$ cat src/rtl/sha256_block_sequencer.sv
// Block sequencer for a single-block SHA-256 compression core: launches one compression per
// 512-bit block, carries the chaining value across blocks and returns the final digest.
module sha256_block_sequencer #(
  parameter int unsigned TIMEOUT = 128,
  parameter int unsigned CNT_W   = 16
) (
  input  logic             clk,
  input  logic             reset,
  input  logic             blk_valid,
  output logic             blk_ready,
  input  logic [511:0]     blk_data,
  input  logic             blk_first,
  input  logic             blk_last,
  output logic             core_start,
  output logic [511:0]     core_block,
  output logic [255:0]     core_hin,
  input  logic             core_done,
  input  logic [255:0]     core_hout,
  output logic             digest_valid,
  input  logic             digest_ready,
  output logic [255:0]     digest,
  output logic             busy,
  output logic [CNT_W-1:0] blk_count,
  output logic             err_timeout,
  output logic             err_seq
);

  localparam logic [255:0] IV = 256'h6a09e667_bb67ae85_3c6ef372_a54ff53a_510e527f_9b05688c_1f83d9ab_5be0cd19;
  localparam int unsigned WdW = $clog2(TIMEOUT) + 1;
  // Counter is compared before its increment, so this value means "reaches TIMEOUT-1 now".
  localparam logic [WdW-1:0] WdLast = WdW'(TIMEOUT - 2);

  typedef enum logic [1:0] {StIdle, StStart, StWait, StDone} state_e;

  state_e           state_q, state_d;
  logic [511:0]     block_q, block_d;
  logic             last_q, last_d;
  logic [255:0]     chain_q, chain_d;
  logic [255:0]     digest_q, digest_d;
  logic             digest_valid_q, digest_valid_d;
  logic [CNT_W-1:0] cnt_q, cnt_d;
  logic [WdW-1:0]   wdog_q, wdog_d;
  logic             err_timeout_q, err_timeout_d;
  logic             err_seq_q, err_seq_d;
  logic             msg_open_q, msg_open_d;

  always_comb begin
    state_d        = state_q;
    block_d        = block_q;
    last_d         = last_q;
    chain_d        = chain_q;
    digest_d       = digest_q;
    digest_valid_d = digest_valid_q;
    cnt_d          = cnt_q;
    wdog_d         = wdog_q;
    err_timeout_d  = err_timeout_q;
    err_seq_d      = err_seq_q;
    msg_open_d     = msg_open_q;
    blk_ready      = 1'b0;
    core_start     = 1'b0;

    unique case (state_q)
      StIdle: begin
        blk_ready = 1'b1;
        if (blk_valid) begin
          block_d = blk_data;
          last_d  = blk_last;
          if (blk_first) begin
            // A first block always restarts, silently abandoning any open message.
            chain_d    = IV;
            cnt_d      = '0;
            msg_open_d = 1'b1;
            state_d    = StStart;
          end else if (msg_open_q) begin
            state_d = StStart;
          end else begin
            err_seq_d = 1'b1;
          end
        end
      end
      StStart: begin
        core_start = 1'b1;
        wdog_d     = '0;
        state_d    = StWait;
      end
      StWait: begin
        wdog_d = wdog_q + 1'b1;
        if (core_done) begin
          chain_d = core_hout;
          if (cnt_q != '1) begin
            cnt_d = cnt_q + 1'b1;
          end
          if (last_q) begin
            digest_d       = core_hout;
            digest_valid_d = 1'b1;
            msg_open_d     = 1'b0;
            state_d        = StDone;
          end else begin
            state_d = StIdle;
          end
        end else if (wdog_q == WdLast) begin
          err_timeout_d = 1'b1;
          msg_open_d    = 1'b0;
          chain_d       = IV;
          state_d       = StIdle;
        end
      end
      StDone: begin
        if (digest_ready) begin
          digest_valid_d = 1'b0;
          state_d        = StIdle;
        end
      end
      default: state_d = StIdle;
    endcase
  end

  always_ff @(posedge clk or posedge reset) begin
    if (reset) begin
      state_q        <= StIdle;
      block_q        <= '0;
      last_q         <= 1'b0;
      chain_q        <= IV;
      digest_q       <= '0;
      digest_valid_q <= 1'b0;
      cnt_q          <= '0;
      wdog_q         <= '0;
      err_timeout_q  <= 1'b0;
      err_seq_q      <= 1'b0;
      msg_open_q     <= 1'b0;
    end else begin
      state_q        <= state_d;
      block_q        <= block_d;
      last_q         <= last_d;
      chain_q        <= chain_d;
      digest_q       <= digest_d;
      digest_valid_q <= digest_valid_d;
      cnt_q          <= cnt_d;
      wdog_q         <= wdog_d;
      err_timeout_q  <= err_timeout_d;
      err_seq_q      <= err_seq_d;
      msg_open_q     <= msg_open_d;
    end
  end

  assign core_block   = block_q;
  assign core_hin     = chain_q;
  assign digest_valid = digest_valid_q;
  assign digest       = digest_q;
  assign busy         = (state_q != StIdle);
  assign blk_count    = cnt_q;
  assign err_timeout  = err_timeout_q;
  assign err_seq      = err_seq_q;

endmodule

$ cat config.mk
export PLATFORM = sky130hd
export DESIGN_NAME = sha256_block_sequencer
export DESIGN_NICKNAME = d
export VERILOG_FILES = /design/src/rtl/sha256_block_sequencer.sv
export SDC_FILE = /design/constraint.sdc
export NUM_CORES = 2
export LEC_CHECK = 0
export BUFFER_PORTS_ARGS = -buffer_cell sky130_fd_sc_hd__clkbuf_2
export CELL_PAD_IN_SITES_DETAIL_PLACEMENT = 0
export CELL_PAD_IN_SITES_GLOBAL_PLACEMENT = 1
export CORE_AREA = 3 3 701 703
export DETAILED_ROUTE_END_ITERATION = 16
export DIE_AREA = 0 0 704 706
export GPL_ROUTABILITY_DRIVEN = 0
export PLACE_DENSITY_LB_ADDON = 0.1
export REMOVE_ABC_BUFFERS = 1
export SYNTH_ARGS = -nofsm -noshare
export SYNTH_HDL_FRONTEND = slang
export SYNTH_SLANG_ARGS = --single-unit
$ cat constraint.sdc
create_clock -name clk -period 50 [get_ports clk]
set_clock_uncertainty 0.2 [all_clocks]
set_input_delay 0 -clock clk [delete_from_list [all_inputs] [get_ports clk]]
set_output_delay 0 -clock clk [all_outputs]
set_load 0.02 [all_outputs]
==> reports/metrics.csv <==
stage,metric,value,unit
clock_tree,CTS resizes,0,
sta,fin crit period,5.34,ns
sta,"Hold Vio Cnt, Final",0,
sta,RSZ-0062 raised after global routing,false,
power_and_ir_drop,internal power,0.00282,W
routing,WL per Instance,23.8,um
sta,FMAX,0.187,GHz
hold_path,worst hold start,blk_data[252],
floorplanning,Die Height,706,um
yosys,"area leader, netlist",dfrtp_1,
power_and_ir_drop,Sw Pwr,0.00226,W
yosys,Syn. warnings,0,
setup_path,critical path startpoint category,flop,
setup_path,Critical Path Stages,9,
setup_path,crit path buf inv count,5,
setup_path,r2r startpoint,state_q[0]$_DFFE_PP0P_,
yosys,Syn Area/Cell,14.9,sq um
place,placed cells,10947,
hold_path,hold crit path type,primary input to flop,
clock_tree,Num CTS Buffers,165,
clock_tree,Hold Buf Count CTS,1590,
sta,fin crit share,10.7,%
setup_path,"Slowest-stage cell, CP",and3_4,
global_route,total gr overflow,0,
cells_and_area,"commonest cells after routing, fill and taps aside","1,819 x clkbuf_2, 1,590 x dlygate4sd3_1, 919 x dfrtp_1",
yosys,largest cells by area after synthesis,"dfrtp_1 55%, mux2_2 22%, dfstp_2 8.6%",
routing,ANT nets after route,0,
clock_tree,Post-CTS Setup Repair Bufs,0,
yosys,top cell type's share of synthesized area,55.2,%
clock_tree,H-tree Lvls,4,
sta,setup TNS,0,ns
clock_tree,clk sinks,1055,
clock_tree,CTS max path bufs,4,
floorplanning,core area,486000,sq um
power_and_ir_drop,logic gate share of total power,45.2,%
cells_and_area,final cell count without fillers,12879,
power_and_ir_drop,Clk network pwr share,23.4,%
floorplanning,area of the die,497000,sq um
setup_path,critical path class,flop to flop,
cells_and_area,"commonest non-fill, non-tap cell in the layout",clkbuf_2,
routing,WL final,306000,um
global_route,vias in the first global route,40682,
floorplanning,Initial Util,8.59,%
yosys,Post-synth EDFFs,0,
run,max-cap violations,0,
power_and_ir_drop,sequential share of power,31.4,%
clock_tree,CTS tree,done,
place,PortBufs,1820,
power_and_ir_drop,maximum vdd drop,0.0345,mV
global_route,global-route wire length before repair,401000,um
cells_and_area,share of cells above drive strength 1,47.6,%
clock_tree,"Clk Latency, worst-skew pair",0.86,ns
global_route,initial antenna violation count,107,
floorplanning,Core Rows,256,
floorplanning,io pins,1821,
yosys,sequential fraction of the synthesis area,63.7,%
setup_path,Critical Path AT,5.86,ns
setup_path,Critical Path End Type,flop,
power_and_ir_drop,Switching Share,44.5,%
sta,Slew HR,17.2,%
yosys,"Primary FF master, synth",dfrtp_1,
power_and_ir_drop,power per cell area,63.7,nW/um^2
routing,DRC Markers,0,
sta,Final setup viols,0,
routing,DR vias/cell,2.89,
sta,Slew Limit Fails,0,
setup_path,critical path's top delay family,buffers and inverters,
setup_path,r2r worst-path depth,9,
yosys,#FFs+latches synth,1055,
power_and_ir_drop,Leakage Power,36.5,nW
global_route,GR Util All Layers,11.9,%
setup_path,peak fanout along the critical path,93,
cells_and_area,Syn-to-layout area delta,91.3,%
cells_and_area,Final nets,7037,
clock_tree,CTS Root Cell,clkbuf_16,
sta,slew at the pin with the worst max-slew slack,1.23,ns
run_status,outcome,finished clean,
sta,final worst setup slack,44.66,ns
setup_path,Worst Path Required,50.53,ns
setup_path,peak per-stage delay on the critical path,0.88,ns
hold_path,hold path depth,3,
setup_path,CP cell instances,inv_1 -> ha_4 -> inv_1 -> o21ai_0 -> and3_4 -> buf_4 -> buf_4 -> buf_12 -> mux2_2,
routing,DRT iter0 DRCs,1076,
yosys,Post-synth ARST share,100,%
routing,vias,37203,
setup_path,flop-to-flop setup slack,44.66,ns
yosys,cells after synthesis,2797,
floorplanning,Die Wd,704,um
place,Place WS,44.48,ns
yosys,post-synthesis cell type count,50,
power_and_ir_drop,Final Total Pwr,0.00508,W
routing,drt first pass iters,4,
global_route,largest net degree at the start of global routing,147,
clock_tree,Clock transition at path regs,0.05,ns
place,Final HPWL DP,244000,um
setup_path,Critical Path Start,state_q[0]$_DFFE_PP0P_,
yosys,Mapped Area,41700,sq um
[registers in the layout, summed over array words and instances, names as in the netlist]
| register | flops |
|---|---|
| msg_open_q | 1 |
| digest | 256 |
| blk_count | 16 |
| wdog_q | 8 |
| err_timeout | 1 |
| digest_valid | 1 |
| state_q | 2 |
| core_block | 512 |
| last_q | 1 |
| err_seq | 1 |
| core_hin | 256 |
[logic make-up (layout without fill, tap and decap cells)]
family,count (synthesis),count (layout),synth area share (%)
buffers and inverters,313,3895,3.56
adder cells (fa/ha/maj),8,8,0.240
AO/OA/AOI/OAI,49,49,0.900
other,0,50,0
flip-flops,1055,1055,63.7
AND/OR/NAND/NOR,340,340,4.12
XOR/XNOR,1,1,0.0210
multiplexers,1031,1031,27.4
[routing by layer]
metal	up-vias	global-route usage, %	share of wire (%)
met3	347	3.99	7.2
li1	16723	-	-
met5	-	0	0.11
met4	48	2.89	2.6
met2	1122	23.1	54
met1	18963	12.2	36
[final cells by class]
type / count / area (sq um)
Fill cell: 54499 / 406000
Tap cell: 6450 / 8070
Clock inverter: 34 / 523
Multi-Input combinational cell: 1429 / 13700
Sequential cell: 1055 / 26600
Timing Repair Buffer: 3453 / 25400
Antenna cell: 50 / 125
Clock buffer: 258 / 4830
Inverter: 150 / 571
[worst min-delay path, cell delays in order]
cell           delay (ns)
dlygate4sd3_1        0.67
clkbuf_2             0.21
mux2_2               0.15
[Yosys cell counts, drive strengths merged (4+ instances only)]
cell	number
dfrtp	919
mux2	889
inv	150
mux2i	142
nor2	142
dfstp	136
and3	126
buf	108
clkbuf	55
nand2	20
o21ai	12
nand3	11
ha	8
nor4	8
a211o	6
a22o	6
nand4	6
nor3	6
a21oi	4
o2bb2ai	4
or3	4
[power by group through the flow]
stage,Sequential (W),Clock [W],Combinational [W]
5_1_grt,0.00165,0.00128,0.00244
3_5_place_dp,0.00162,0,0.00227
3_3_place_gp,0.00162,0,0.00227
4_1_cts,0.00161,0.00126,0.00240
2_1_floorplan,0.00204,0,0.000847
6_report,0.00160,0.00119,0.00229
[path summary, 6_finish.rpt]
kind                                               end
min in group asynchronous  core_block[299]$_DFFE_PP0P_
max in group asynchronous       digest[15]$_DFFE_PP0P_
min reg2reg                  core_hin[214]$_DFFE_PP1P_
max reg2reg                  core_hin[151]$_DFFE_PP0P_
min                        core_block[252]$_DFFE_PP0P_
max                          core_hin[151]$_DFFE_PP0P_
[through the flow]
stage	hold slack (ns)	cell area, sq um	util, %
floorplan	-0.104	40800	-
global placement	0.0319	58400	12.0
detailed placement	0.0361	58400	12.0
CTS	0.00789	79600	16.4
global route	0.0527	79700	16.4
finish	0.0727	79800	16.4
(Power assumes the default switching activity.)
